==> src/rtl/uart_tx_fifo_param_if.sv <==
// uart_tx_fifo_param_if: push handshake and serial-side status of the FIFO-fronted UART transmitter
interface uart_tx_fifo_param_if #(
  parameter int WORD_SIZE = 8,
  parameter int FIFO_ADDR_WIDTH = 2
);
  logic [WORD_SIZE-1:0] TX_Data_in;
  logic TX_en;
  logic TX_Data_out;
  logic TX_Ready_To_Send;
  logic TX_Busy;
  logic [FIFO_ADDR_WIDTH:0] TX_Fifo_Count;
  logic TX_Overflow;
  modport master (
    output TX_Data_in, TX_en,
    input TX_Data_out, TX_Ready_To_Send, TX_Busy, TX_Fifo_Count, TX_Overflow
  );
  modport slave (
    input TX_Data_in, TX_en,
    output TX_Data_out, TX_Ready_To_Send, TX_Busy, TX_Fifo_Count, TX_Overflow
  );
endinterface

==> src/rtl/uart_tx_fifo_param.sv <==
// uart_tx_fifo_param: parametrised UART transmitter fed by a circular FIFO, frames sent back-to-back
module uart_tx_fifo_param #(
  parameter int WORD_SIZE = 8,
  parameter int WORD_SIZE_WIDTH = 4,
  parameter int CLKS_PER_BIT = 868,
  parameter int PARITY_MODE = 0,
  parameter int STOP_BITS = 1,
  parameter int FIFO_ADDR_WIDTH = 2
) (
  input logic clk,
  input logic reset_b,
  uart_tx_fifo_param_if.slave tx
);
  localparam int DEPTH = 2 ** FIFO_ADDR_WIDTH;
  localparam int AW = FIFO_ADDR_WIDTH;
  localparam int CW = FIFO_ADDR_WIDTH + 1;
  localparam int BW = $clog2(CLKS_PER_BIT);
  localparam int SW = WORD_SIZE_WIDTH;
  typedef enum logic [2:0] {IDLE, START, DATA, PARITY, STOP} state_t;
  state_t state_q, state_d;
  logic [BW-1:0] baud_q, baud_d;
  logic [SW-1:0] bit_q, bit_d;
  logic [WORD_SIZE-1:0] sh_q, sh_d;
  logic [WORD_SIZE-1:0] mem_q [DEPTH];
  logic [AW-1:0] wptr_q, rptr_q;
  logic [CW-1:0] cnt_q, cnt_d;
  logic par_q, par_d, line_q, line_d, rdy_q, ovf_q, push, pop, tick;
  assign tick = baud_q == BW'(CLKS_PER_BIT - 1);
  assign push = tx.TX_en & rdy_q;
  assign cnt_d = cnt_q + CW'(push) - CW'(pop);
  assign tx.TX_Data_out = line_q;
  assign tx.TX_Ready_To_Send = rdy_q;
  assign tx.TX_Busy = state_q != IDLE;
  assign tx.TX_Fifo_Count = cnt_q;
  assign tx.TX_Overflow = ovf_q;
  always_comb begin
    state_d = state_q;
    baud_d = tick ? '0 : baud_q + BW'(1);
    bit_d = bit_q;
    sh_d = sh_q;
    par_d = par_q;
    pop = 1'b0;
    case (state_q)
      IDLE: begin
        baud_d = '0;
        pop = cnt_q != '0;
      end
      START: state_d = tick ? DATA : START;
      DATA: if (tick) begin
        sh_d = sh_q >> 1;
        if (bit_q == SW'(WORD_SIZE - 1)) state_d = PARITY_MODE != 0 ? PARITY : STOP;
        else bit_d = bit_q + SW'(1);
      end
      PARITY: state_d = tick ? STOP : PARITY;
      STOP: if (tick) begin
        if (bit_q == SW'(STOP_BITS - 1)) begin
          pop = cnt_q != '0;
          state_d = IDLE;
        end else bit_d = bit_q + SW'(1);
      end
      default: state_d = IDLE;
    endcase
    if (pop) begin
      state_d = START;
      sh_d = mem_q[rptr_q];
      par_d = ^mem_q[rptr_q] ^ (PARITY_MODE == 1);
    end
    if (state_d != state_q) begin
      baud_d = '0;
      bit_d = '0;
    end
    // line follows the next state so the pin itself is a flop
    line_d = state_d == START ? 1'b0 : state_d == DATA ? sh_d[0] : state_d == PARITY ? par_d : 1'b1;
  end
  always_ff @(posedge clk) begin
    if (reset_b) begin
      state_q <= IDLE;
      baud_q <= '0;
      bit_q <= '0;
      sh_q <= '0;
      par_q <= 1'b0;
      line_q <= 1'b1;
      wptr_q <= '0;
      rptr_q <= '0;
      cnt_q <= '0;
      rdy_q <= 1'b1;
      ovf_q <= 1'b0;
    end else begin
      state_q <= state_d;
      baud_q <= baud_d;
      bit_q <= bit_d;
      sh_q <= sh_d;
      par_q <= par_d;
      line_q <= line_d;
      wptr_q <= wptr_q + AW'(push);
      rptr_q <= rptr_q + AW'(pop);
      cnt_q <= cnt_d;
      rdy_q <= cnt_d != CW'(DEPTH);
      ovf_q <= tx.TX_en & ~rdy_q;
    end
  end
  always_ff @(posedge clk) begin
    if (push) mem_q[wptr_q] <= tx.TX_Data_in;
  end
endmodule

==> src/flat_wrapper.sv <==
// flat-port wrapper written by rule: the top's interface ports become plain ports
module uart_tx_fifo_param_flat 
#(
  parameter int WORD_SIZE = 8,
  parameter int WORD_SIZE_WIDTH = 4,
  parameter int CLKS_PER_BIT = 868,
  parameter int PARITY_MODE = 0,
  parameter int STOP_BITS = 1,
  parameter int FIFO_ADDR_WIDTH = 2
)
  (clk, reset_b, tx_TX_Data_in, tx_TX_en, tx_TX_Data_out, tx_TX_Ready_To_Send, tx_TX_Busy, tx_TX_Fifo_Count, tx_TX_Overflow);
  uart_tx_fifo_param_if #(.WORD_SIZE(WORD_SIZE), .FIFO_ADDR_WIDTH(FIFO_ADDR_WIDTH)) tx_i ();
  input logic clk;
  input logic reset_b;
  input wire logic [$bits(tx_i.TX_Data_in)-1:0] tx_TX_Data_in;
  input wire logic [$bits(tx_i.TX_en)-1:0] tx_TX_en;
  output wire logic [$bits(tx_i.TX_Data_out)-1:0] tx_TX_Data_out;
  output wire logic [$bits(tx_i.TX_Ready_To_Send)-1:0] tx_TX_Ready_To_Send;
  output wire logic [$bits(tx_i.TX_Busy)-1:0] tx_TX_Busy;
  output wire logic [$bits(tx_i.TX_Fifo_Count)-1:0] tx_TX_Fifo_Count;
  output wire logic [$bits(tx_i.TX_Overflow)-1:0] tx_TX_Overflow;
  assign tx_i.TX_Data_in = tx_TX_Data_in;
  assign tx_i.TX_en = tx_TX_en;
  assign tx_TX_Data_out = tx_i.TX_Data_out;
  assign tx_TX_Ready_To_Send = tx_i.TX_Ready_To_Send;
  assign tx_TX_Busy = tx_i.TX_Busy;
  assign tx_TX_Fifo_Count = tx_i.TX_Fifo_Count;
  assign tx_TX_Overflow = tx_i.TX_Overflow;
  uart_tx_fifo_param #(.WORD_SIZE(WORD_SIZE), .WORD_SIZE_WIDTH(WORD_SIZE_WIDTH), .CLKS_PER_BIT(CLKS_PER_BIT), .PARITY_MODE(PARITY_MODE), .STOP_BITS(STOP_BITS), .FIFO_ADDR_WIDTH(FIFO_ADDR_WIDTH)) u_core (.clk(clk), .reset_b(reset_b), .tx(tx_i));
endmodule
==> config.mk <==
export PLATFORM = sky130hd
export DESIGN_NAME = uart_tx_fifo_param_flat
export DESIGN_NICKNAME = d
export VERILOG_FILES = /design/src/rtl/uart_tx_fifo_param_if.sv /design/src/rtl/uart_tx_fifo_param.sv /design/src/flat_wrapper.sv
export SDC_FILE = /design/constraint.sdc
export NUM_CORES = 1
export LEC_CHECK = 0
export CAP_MARGIN = 20
export CORE_UTILIZATION = 50
export DETAILED_ROUTE_END_ITERATION = 10
export DONT_BUFFER_PORTS = 1
export PLACE_DENSITY = 0.68
export REMOVE_ABC_BUFFERS = 1
export SLEW_MARGIN = 20
export SYNTH_ARGS = -nofsm -noshare
export SYNTH_HDL_FRONTEND = slang
export SYNTH_SLANG_ARGS = --single-unit
==> constraint.sdc <==
create_clock -name clk -period 2.73 [get_ports clk]
set_input_delay 0.819 -clock clk [delete_from_list [all_inputs] [get_ports clk]]
set_output_delay 0.819 -clock clk [all_outputs]
set_load 0.03 [all_outputs]
-- Word-level counts from Yosys, hierarchy flattened
Memories as Yosys holds them, arrays and structs flattened. A register that Yosys moved wholly into a read port is not among the register bits.
Index checks and enable logic that the tools add are counted.
- register bits: 36
- memory bits (writable): 32
- input port bits: 11
- word-level logic and storage cells: 75
- memories kept: 1
- add/subtract/negate cells: 6
- eq/ne operators: 15
- multiplexer cells: 26
- bitwise logic cells: 3
- reductions and logical operators: 12
- memories (memory ; depth ; width ; rd ports ; clocked after Yosys merged registers in ; write ports ; RTL line ; source):
    u_core.mem_q ; 4 ; 8 ; 1 ; 1 ; 1 ; uart_tx_fifo_param.sv:24 ; logic [WORD_SIZE-1:0] mem_q [DEPTH];
- operator list (cell ; count):
    2-to-1 mux 8 bit ; 3
    2-to-1 mux 3 bit ; 6
    2-to-1 mux 4 bit ; 4
    case mux 3 bit (5 select lines) ; 1
    == test 3 x 2 -> 1 bit, second input constant ; 4
    adder 10 x 1 -> 10 bit, second input constant ; 1
    == test 10 bit, second input constant ; 1
    2-to-1 mux 1 bit ; 8
    case mux 4 bit (2 select lines) ; 1
    parity 8 bit ; 1
    == test 3 x 1 -> 1 bit, second input constant ; 2
    nonzero test 2 bit ; 3
    nonzero test 3 bit ; 2
    AND reduction 5 bit ; 1
    adder 2 x 1 -> 2 bit ; 2
    adder 4 x 1 -> 4 bit, second input constant ; 1
    == test 4 x 3 -> 1 bit, second input constant ; 1
    logical NOT 4 bit ; 1
    2-to-1 mux 2 bit ; 2
    != test 2 x 1 -> 1 bit, second input constant ; 2
    != test 2 bit, second input constant ; 2
    OR reduction 4 bit ; 1
    adder 3 x 1 -> 3 bit ; 1
    == test 3 bit, second input constant ; 1
    9 further kinds ; 10

-- Longest topological paths before layout
Gate-level depths: netlist of the first run.
- word-level depth: 9
- depth in mapped cells: 15
- mapped depth without buffers: 15

-- Worst setup path before layout of the first run
OpenSTA, ideal clock, no wires.
- kind: register to register
- start point: reg u_core.baud_q[0]
- end point: reg u_core.rdy_q, in the netlist u_core.tx.TX_Ready_To_Send
- data arrival time: 2860 ps
- required time: 2608 ps
- setup slack: -252 ps
- stages on the path, launching flop included: 15
- path buffers: 0
- period minus slack after synthesis: 2982 ps
- path through: dfxtp_1 > ha_1 > nor3b_2 > nand4_1 > a2111o_1 > clkinv_2 > ha_1 > inv_1 > ha_1 > inv_1 > fa_1 > xor2_1 > xnor2_1 > nor2_1 > nand3b_1
- word-level cells in the longest chain between the ends: 5
- RTL lines (element ; RTL line ; source):
    start, declared ; uart_tx_fifo_param.sv:21 ; logic [BW-1:0] baud_q, baud_d;
    start signal, assigned ; uart_tx_fifo_param.sv:90 ; baud_q <= baud_d;
    == test 10 bit ; uart_tx_fifo_param.sv:28 ; assign tick = baud_q == BW'(CLKS_PER_BIT - 1);
    2-to-1 mux 1 bit ; uart_tx_fifo_param.sv:55 ; STOP: if (tick) begin
    case mux 1 bit (2 select lines) ; uart_tx_fifo_param.sv:43 ; case (state_q)
    subtractor 3 x 1 -> 3 bit ; uart_tx_fifo_param.sv:30 ; assign cnt_d = cnt_q + CW'(push) - CW'(pop);
    != test 3 bit ; uart_tx_fifo_param.sv:98 ; rdy_q <= cnt_d != CW'(DEPTH);
    end signal, assigned ; uart_tx_fifo_param.sv:98 ;
    end, declared ; uart_tx_fifo_param.sv:27 ; logic par_q, par_d, line_q, line_d, rdy_q, ovf_q, push, pop, tick;
Every way passes these cells.
A chain may end at the register's enable or synchronous reset.

-- Final worst setup path of the first run
- start point: reg u_core.bit_q[0]
- end point: reg u_core.rdy_q, in the netlist u_core.tx.TX_Ready_To_Send
- word-level cells in the longest chain between the ends: 6
- RTL lines (element ; RTL line ; source):
    start, declared ; uart_tx_fifo_param.sv:22 ; logic [SW-1:0] bit_q, bit_d;
    start signal, assigned ; uart_tx_fifo_param.sv:91 ; bit_q <= bit_d;
    logical NOT 4 bit ; uart_tx_fifo_param.sv:56 ; if (bit_q == SW'(STOP_BITS - 1)) begin
    2-to-1 mux 1 bit ; uart_tx_fifo_param.sv:56 ;
    2-to-1 mux 1 bit ; uart_tx_fifo_param.sv:55 ;
    case mux 1 bit (2 select lines) ; uart_tx_fifo_param.sv:43 ;
    subtractor 3 x 1 -> 3 bit ; uart_tx_fifo_param.sv:30 ;
    != test 3 bit ; uart_tx_fifo_param.sv:98 ;
Every way passes these cells.

==> metrics.yaml, run 1 <==
global_routing:
  grt_pass1_wl_mm: 9.363
  grt_max_degree: 25
  grt_pass1_vias: 1901
  antenna_found_initial: 0
  overflow: 0
  grt_usage_pct: 20.75
clocking:
  cts_max_level: 3
  cts_sinks: 68
  cts_tree: "done"
  postCtsHoldBufs: 0
  clk_path_buf_depth: 2
  worstSkewPairLatency_ps: 350
  numCtsBuffers: 9
  clkSlewWorstSetupHoldPaths_ps: 80
  root_buffer: "clkbuf_8"
pwr:
  switchingPower_mw: 1.092
  clkPwrFrac_pct: 26.0
  intPower_mw: 2.200
  switching_share_pct: 33.16
  p_seq_share_pct: 40.5
  p_comb_share_pct: 33.4
  power_mw: 3.292
  p_leak_nw: 1.305
  irDropWorstVdd_v: 0.0006114
  p_per_area_nw_per_um2: 913.1
critical_path:
  start_kind: "flop"
  path_cells: "inv_2, ha_4, nor3b_2, buf_4, nand4_1, a2111o_1, clkinv_2, ha_4, inv_4, ha_4, inv_2, fa_2, xor2_2, xnor2_1, nor2_1, nand3b_1"
  critPathKind: "reg -> reg"
  path_delay_family: "adder cells"
  timing.rr.start: "u_core.bit_q[0]"
  worstPathRequired_ps: 2970
  critPathMaxFanout: 2
  worstSetupEndpointType: "flop"
  crit_arrival_ps: 3060
  crit_top_cell: "ha_4"
  crit_slowest_cell: "a2111o_1"
  critPathBufInv: 5
  cp-startpoint: "u_core.bit_q[0]"
  slowest_delay_ps: 460
sta:
  max_slew.worst_pin.slew_ps: 545.9
  relSlewSlack_pct: 63.55
  timing.fmax_mhz: 354.7
  fin_ws_ps: -89.15
  slew_viol_final: 0
  setup-violations-final: 2
  finClkSkew_ps: 8.807
  hold_viol: 0
  period_share_pct: 103.3
  finalCriticalPeriod_ps: 2819
  grt_setup_unrepaired: "yes"
status:
  violations: "setup timing"
  outcome: "finished with violations"
synth:
  syn_area_sq_um: 2964
  synth.distinct_cells: 42
  syn_inst: 242
  yosysWarnings: 0
  synthArstFlopShare_pct: 0
  synth_seq_cells: 68
  avgSynthCellArea_sq_um: 12.25
  synth_enable_flop_cells: 32
  seq_area_frac_synth_pct: 56.73
  synth_flop_cell: "dfxtp_1"
routing:
  drc_errors: 0
  vias_per_cell: 5.331
  num_vias: 1951
  wl_mm: 5.697
  drtIter0Drc: 133
  dr.pass1.iters: 4
  wl_per_cell_um: 15.57
  detail-route-antenna-nets: 0
die:
  core_region_area_sq_um: 5608
  fp-row-count: 27
  die_y_um: 79.00
  start_util_pct: 52.86
  die_area_sq_um: 6240
  top_level_ports: 18
  die_x_um: 79.00
layout:
  finalNetCount: 308
  n_antenna_cell: 0
  area_growth_pct: 21.61
  instances_no_fill: 366
  final_core_util_pct: 64.28
  drive_gt1_share_pct: 35.37
  most-common-layout-cells: "buf_4, dfxtp_1, edfxtp_1, nor2_1, xnor2_1"
  layout_commonest_cell: "buf_4"
run:
  cap_violations: 0
place:
  placed_cells_incl_taps: 332
  detailedPlacementHpwl_mm: 3.607
  io_buffers: 0
  place.gp.congestion: 0.8078
  pre_cts_ws_ps: -162.2
worst_hold_path:
  hold_class: "reg -> reg"
  hp-start: "u_core.sh_q[2]"
## cells in the mapped netlist (all sizes together), types with 3 or more instances
cell type	number	share of area [%]
nor2b	4	0.84
nand3	14	2.4
clkbuf	3	0.38
a22oi	4	1.0
buf	7	1.9
xnor2	16	4.7
ha	7	3.0
inv	9	1.1
xor2	6	1.8
dfxtp	36	24
and3	5	1.1
nand2	12	1.5
nor2	31	4.9
nor3b	6	1.7
nor3	5	0.84
nand3b	3	0.76
a21oi	10	1.7
edfxtp	32	32
o21ai	3	0.51
mux4	8	6.1
## power by group through the flow
stage,clock network (mW),logic [mW],registers [mW]
after floorplan,0,0.680,1.38
after global placement,0,0.935,1.35
after detailed placement,0,0.944,1.36
after CTS,0.872,1.03,1.34
after global routing,0.917,1.21,1.35
final,0.857,1.10,1.33
## cell type report
type                       count  area, sq um
timing repair buffer          46        345.3
inverter                      10        41.29
multi-input combinational    154         1239
tap                           72        90.09
clock inverter                 7        82.58
sequential                    68         1683
clock buffer                   9        123.9
fill                         452         2003
## tightest hold or removal path, stage by stage (launching register included)
cell and delay, ps:
dfxtp_1 320, nand3_1 60, a21oi_1 60
## metrics by stage
step	setup TNS [ps]	hold WS, ps	cell area (sq um)
2_1_floorplan	-773.0	439.3	2898
3_3_place_gp	-76.81	449.4	3198
3_5_place_dp	-199.3	457.8	3198
4_1_cts	-8.982	469.1	3576
5_1_grt	-442.5	494.0	3605
6_report	-138.4	468.7	3605
## logic make-up (layout without fill, tap and decap cells)
group | count (synthesis) | in the layout | share of synthesized area (%)
and+or+nand+nor | 88 | 88 | 16.38
DFF | 68 | 68 | 56.73
AOI/OAI and AO/OA | 27 | 27 | 6.796
xor gates and xnor gates | 22 | 22 | 6.500
buffers and inverters | 20 | 72 | 3.545
muxes | 9 | 9 | 6.416
adders and majority gates | 8 | 8 | 3.630
## layer usage
metal  wire, um  global-route usage, %  share of wire [%]
met5          0                      0                  0
met4        152                  14.18                2.7
met3        318                  5.287                5.6
met2       2577                  29.14                 45
met1       2648                  28.05                 46
## sequential cells by signal, indices dropped and copies added, names as in the netlist, 2 cells and up
signal,cells
u_core.mem_q,32
u_core.baud_q,10
u_core.sh_q,8
u_core.bit_q,4
u_core.state_q,3
u_core.tx.TX_Fifo_Count,3
u_core.rptr_q,2
u_core.wptr_q,2
## path summary, 6_finish.rpt
| path | end | slack (ps) | cells after the start |
|---|---|---|---|
| min reg2reg | u_core.sh_q[2] | 470 | 2 |
| min | u_core.sh_q[2] | 470 | 2 |
| max reg2reg | u_core.tx.TX_Ready_To_Send | -90 | 16 |
| max | u_core.tx.TX_Ready_To_Send | -90 | 16 |
## what timing repair did
item,4_1_cts,5_1_grt
gates resized for setup,13,3
pin swaps,7,6
buffers inserted,17,3
endpoints found under the setup margin,2,3
Power figures use the tool's default switching activity.
==> run 2, diff against run 1 <==
Settings changed: PLACE_DENSITY 0.68 to default, PLACE_DENSITY_LB_ADDON from default to 0.2.
==> run 2 against run 1 <==
  * The flow still finishes with violations (setup timing)
  * Critical path depth is the same
  * Fmax up 2.4%
  * Flip-flop and latch count stayed put
  * First-iteration DRC count grew 14%
  * Via count is 2.2% lower
  * Core utilization is 2.0 points lower
  * Die area stayed put
  * Final cell count shrank 3.8%
  * Clock skew shrank 3.0 ps
  * Final area shrank 3.1%
  * Non-clock buffer count is 14 lower
==> metrics.yaml, run 2 (same netlist as run 1, synthesis figures left out) <==
status:
  outcome: "finished with violations"
  violations: "setup timing"
clocking:
  root_buffer: "clkbuf_8"
  worstSkewPairLatency_ps: 340  # about the same
  numCtsBuffers: 9  # unchanged
  clk_path_buf_depth: 2  # unchanged
  cts_max_level: 3  # unchanged
  postCtsHoldBufs: 0  # unchanged
  cts_sinks: 68  # unchanged
  cts_tree: "done"
  clkSlewWorstSetupHoldPaths_ps: 70  # about the same
die:
  top_level_ports: 18  # unchanged
  start_util_pct: 52.86  # unchanged
  die_y_um: 79.00  # unchanged
  die_area_sq_um: 6240  # unchanged
  die_x_um: 79.00  # unchanged
  fp-row-count: 27  # unchanged
  core_region_area_sq_um: 5608  # unchanged
routing:
  drtIter0Drc: 152  # +14%
  wl_per_cell_um: 15.21  # -2.3%
  dr.pass1.iters: 4  # unchanged
  vias_per_cell: 5.423  # +1.7%
  wl_mm: 5.353  # -6.0%
  detail-route-antenna-nets: 0  # unchanged
  num_vias: 1909  # -2.2%
  drc_errors: 0  # unchanged
place:
  placed_cells_incl_taps: 331  # -0.30%
  detailedPlacementHpwl_mm: 3.651  # +1.2%
  place.gp.congestion: 0.8151  # +0.90%
  io_buffers: 0  # unchanged
sta:
  setup-violations-final: 1  # -1
  period_share_pct: 100.8  # -2.5 points
  finClkSkew_ps: 5.844  # -2.963 ps
  max_slew.worst_pin.slew_ps: 596.3  # +50.39 ps
  relSlewSlack_pct: 60.19  # -3.4 points
  hold_viol: 0  # unchanged
  fin_ws_ps: -22.07  # +67.07 ps
  tns_ps: -22.07  # +116.3 ps
  grt_setup_unrepaired: "yes"
  finalCriticalPeriod_ps: 2752  # -67.07 ps
  timing.fmax_mhz: 363.4  # +2.4%
  slew_viol_final: 0  # unchanged
global_routing:
  grt_max_degree: 25  # unchanged
  grt_pass1_wl_mm: 8.976  # -4.1%
  grtUsageMet1_pct: 25.88  # -2.2 points
  overflow: 0  # unchanged
  grt_busiest_layer: "met2"
  grt_util_met2_pct: 29.14  # unchanged
  grt_pass1_vias: 1891  # -0.53%
  antenna_found_initial: 0  # unchanged
  grt_use_met3_pct: 6.322  # +1.0 points
  grt_usage_pct: 19.73  # -1.0 points
critical_path:
  path_cells: "inv_2, ha_4, nor3b_2, buf_4, nand4_1, a2111o_1, clkinv_2, ha_4, inv_2, ha_4, inv_2, fa_2, xor2_1, xnor2_1, nor2_1, nand3b_1"
  critPathBufInv: 5  # unchanged
  timing.rr.start: "u_core.bit_q[1]"
  critPathKind: "reg -> reg"
  worstRegToRegCells: 16  # unchanged
  cp.depth: 16  # unchanged
  start_kind: "flop"
  worstSetupEndpointType: "flop"
  worstPathRequired_ps: 2950  # -20 ps
  slowest_delay_ps: 460  # about the same
  cp-startpoint: "u_core.bit_q[1]"
  critPathMaxFanout: 3  # +1
  crit_arrival_ps: 2970  # -90 ps
  path_delay_family: "adder cells"
  crit_slowest_cell: "a2111o_1"
worst_hold_path:
  hold_class: "reg -> reg"
  hp-start: "u_core.sh_q[7]"
  whs_path_depth: 2  # unchanged
layout:
  layout_commonest_cell: "dfxtp_1"
  n_antenna_cell: 0  # unchanged
  instances_no_fill: 352  # -3.8%
  largest_reg_flops: 32  # unchanged
  drive_gt1_share_pct: 30.71  # -4.7 points
  top_register: "u_core.mem_q"
  most-common-layout-cells: "dfxtp_1, buf_4, edfxtp_1, nor2_1, xnor2_1"
  reg_top3: "u_core.mem_q x32, u_core.baud_q x10, u_core.sh_q x8"
  finalNetCount: 294  # -4.5%
  area_growth_pct: 17.81
pwr:
  p_per_area_nw_per_um2: 934.7  # +2.4%
  irDropWorstVdd_v: 0.0004255  # -30%
  p_leak_nw: 1.245  # -4.7%
run:
  cap_violations: 0  # unchanged
==> run 2: changes by cell type in the layout (fill, tap and decap cells not counted), sizes merged <==
| cell | previous run | this run |
|---|---|---|
| buf | 46 | 32 |
| bufinv | 1 | 2 |
| inv | 12 | 10 |
| clkinv | 4 | 3 |
| clkbuf | 9 | 10 |
| clkinvlp | 0 | 1 |
==> run 2: report_power, final <==
part | internal, mW | leakage (nW) | switching (mW) | total, mW
Combinational | 0.518 | 0.551 | 0.522 | 1.04
Sequential | 1.21 | 0.589 | 0.120 | 1.33
Clock | 0.516 | 0.105 | 0.374 | 0.890
Total | 2.25 | 1.24 | 1.02 | 3.26
==> run 2: routing by layer <==
metal  vias to the layer above  wire (um)
li1                        937          -
met1                       917       2521
met2                        44       2397
met3                        11        315
met4                         0        118
met5                         -          0
==> run 2: area by class of cell <==
class / count / area [sq um]
Fill cell: 440 / 2116
Sequential cell: 68 / 1684
Multi-Input combinational cell: 154 / 1222
Timing Repair Buffer: 32 / 240.2
Clock buffer: 10 / 127.6
Tap cell: 72 / 90.09
Clock inverter: 6 / 88.84
Inverter: 10 / 38.79
==> run 2: metrics by stage <==
step / setup slack, ps / hold WS, ps / utilization (%) / area, sq um / power, mW
after global placement: -73.17 / 448.8 / 56.89 / 3191 / 2.287
final: -22.07 / 462.3 / 62.27 / 3492 / 3.264
after CTS: -7.352 / 462.9 / 61.76 / 3463 / 3.288
after floorplan: -401.6 / 439.3 / - / 2898 / 2.062
after detailed placement: -134.8 / 452.2 / 56.89 / 3191 / 2.307
after global routing: -181.2 / 489.9 / 62.27 / 3492 / 3.461
==> run 2: worst paths after layout <==
kind                                     end  slack, ps
setup / recovery  u_core.tx.TX_Ready_To_Send        -20
hold / removal                u_core.sh_q[7]        460
setup reg to reg  u_core.tx.TX_Ready_To_Send        -20
hold reg to reg               u_core.sh_q[7]        460
==> run 2: worst reg2reg max path, cell delays in order, from the launching register on <==
cell and delay, ps:
dfxtp_2 330, inv_2 60, ha_4 110, nor3b_2 150, buf_4 140, nand4_1 90
a2111o_1 460, clkinv_2 80, ha_4 190, inv_2 60, ha_4 130, inv_2 30
fa_2 320, xor2_1 150, xnor2_1 120, nor2_1 130, nand3b_1 90
==> run 2: timing repair <==
action / CTS / global route
setup endpoints to repair: 2 / 2
gates resized for setup: 9 / 4
pin swaps: 4 / 6
buffers inserted: 3 / 2
==> run 3, diff against run 2 <==
Settings changed: CAP_MARGIN 20 to default.
==> results of run 3 <==
Final layout, timing and power as in run 2 (identical DEF).
==> variant (flow settings as in run 1) <==
`CLKS_PER_BIT` is set to 868 in 2 places; all go to 217.
--- a/src/rtl/uart_tx_fifo_param.sv
+++ b/src/rtl/uart_tx_fifo_param.sv
@@ -2,7 +2,7 @@
 module uart_tx_fifo_param #(
   parameter int WORD_SIZE = 8,
   parameter int WORD_SIZE_WIDTH = 4,
-  parameter int CLKS_PER_BIT = 868,
+  parameter int CLKS_PER_BIT = 217,
   parameter int PARITY_MODE = 0,
   parameter int STOP_BITS = 1,
   parameter int FIFO_ADDR_WIDTH = 2
--- a/src/flat_wrapper.sv
+++ b/src/flat_wrapper.sv
@@ -3,7 +3,7 @@
 #(
   parameter int WORD_SIZE = 8,
   parameter int WORD_SIZE_WIDTH = 4,
-  parameter int CLKS_PER_BIT = 868,
+  parameter int CLKS_PER_BIT = 217,
   parameter int PARITY_MODE = 0,
   parameter int STOP_BITS = 1,
   parameter int FIFO_ADDR_WIDTH = 2
Function: same outputs for any inputs over 10 cycles, from zero or initial values and one cycle with reset_b high; that may be too few to reach the edited logic, so the function may still have changed.
==> variant against run 1 <==
Clock skew up 0.0028 ns. Utilization shrank 5.7 points. Design area down 9.9%. Critical path depth is 2 lower. Combinational power decreased by 15%. Sequential cell count down 2. Worst setup slack better by 0.25 ns. Synthesized area is 2.2% lower. Via count decreased by 11%. Global-route usage shrank 3.6 points. Total power shrank 8.2%. Routed wire length down 20%. Clock power shrank 8.6%. Highest routed layer unchanged.
==> variant: results (changes against run 1) <==
Outcome
  – Run status: completed

Final layout
  – Nets: 273 (-11%)
  – Data buffer area share: 3.00% (-6.6 points)
  – Seq cells: 66 (-2.9%)
  – Inverters: 13 (+3)
  – ClkCell Share: 5.93% (+0.21 points)
  – Register area: 1650 µm² (-2.2%)
  – Nonclk buf count: 13 (-72%)
  – Area delta synth->final: 12.0%
  – Filler Cells Inserted: 467 (+3.3%)
  – Share of cells above drive strength 1: 20.9% (-14 points)

Global routing
  – Met2 track demand over resource: 27.1% (-2.0 points)
  – Met3 Use GR: 4.07% (-1.2 points)
  – GR Util met1: 21.4% (-6.7 points)
  – Total track usage: 17.1% (-3.6 points)
  – First-pass GRT wire length: 7920 µm (-15%)
  – Largest net degree at the start of global routing: 24 (-4.0%)

STA
  – Worst hold slack: 0.433 ns (-0.0360 ns)
  – Clk_skew: 0.0116 ns (+0.00276 ns)
  – Max Freq: 389 MHz (+9.6%)
  – Slew HR: 62.0% (-1.5 points)

Floorplan
  – Die area: 6110 µm² (-2.1%)

Placement
  – Place WS: 0.111 ns (+0.273 ns)
  – DP Wirelength: 3210 µm (-11%)
  – Placed instance area: 3040 µm² (-4.9%)
  – RD Place Congestion: 0.771 (-4.5%)

Yosys
  – Unique masters post-synth: 44 (+4.8%)
  – Post-synthesis sequential area ratio: 56.6% (-0.13 points)
  – Top-area cell type share of the netlist area: 33.1% (+0.71 points)
  – Synthesized instance count: 238 (-1.7%)
  – Commonest cells in the netlist: dfxtp_1 (34), edfxtp_1 (32), nor2_1 (24), nand2_1 (17), xnor2_1 (16)
  – Mux contribution to synthesized area: 6.56% (+0.14 points)
  – Top cells by area, synth: edfxtp_1 (33%), dfxtp_1 (23%), mux4_2 (6.2%)
  – Synth Area in XOR/XNOR: 6.34% (-0.16 points)

Power
  – Peak VDD IR: 527 µV (-14%)

Detailed routing
  – Routed length per instance: 13.7 µm (-12%)
  – Met2 Wirelength: 2180 µm (-15%)
  – M1 wire length: 2110 µm (-20%)
  – Metal3 WL: 162 µm (-49%)
  – DR iter-0 viols: 90 (-32%)

Clock tree
  – Post_cts resized: 0 (-13)
  – Worst-skew pair later-pin latency: 0.33 ns (-0.02 ns)
  – Post-CTS setup buffer count: 0 (-17)

Setup path
  – Worst r2r src: u_core.baud_q[0]
  – Crit-path max cell delay: 0.35 ns (-0.11 ns)
  – Worst Reg-to-Reg Cells: 14 (-2)
  – CP arrival: 2.80 ns (-0.26 ns)
  – FF-to-FF setup slack: 0.16 ns (+0.25 ns)
## variant: report_power, final
| part | switching (mW) | total [mW] | internal (mW) |
|---|---|---|---|
| clock | 0.363 | 0.783 | 0.420 |
| combinational | 0.471 | 0.936 | 0.465 |
| sequential | 0.116 | 1.30 | 1.19 |
## variant: logic make-up after synthesis
group,after synthesis
xor+xnor,21
simple gates,84
buf+inv,22
compound gates,27
flops,66
fa+ha+maj,9
mux,9
## variant: worst min-delay path by stage
stage                     depth (start not counted)               end        startpoint
final                                             1  u_core.baud_q[0]  u_core.baud_q[0]
after global routing                              1  u_core.baud_q[0]  u_core.baud_q[0]
after CTS                                         2    u_core.sh_q[1]    u_core.sh_q[1]
after detailed placement                          1  u_core.baud_q[0]  u_core.baud_q[0]
after global placement                            1  u_core.baud_q[0]  u_core.baud_q[0]
after floorplan                                   1  u_core.baud_q[0]  u_core.baud_q[0]
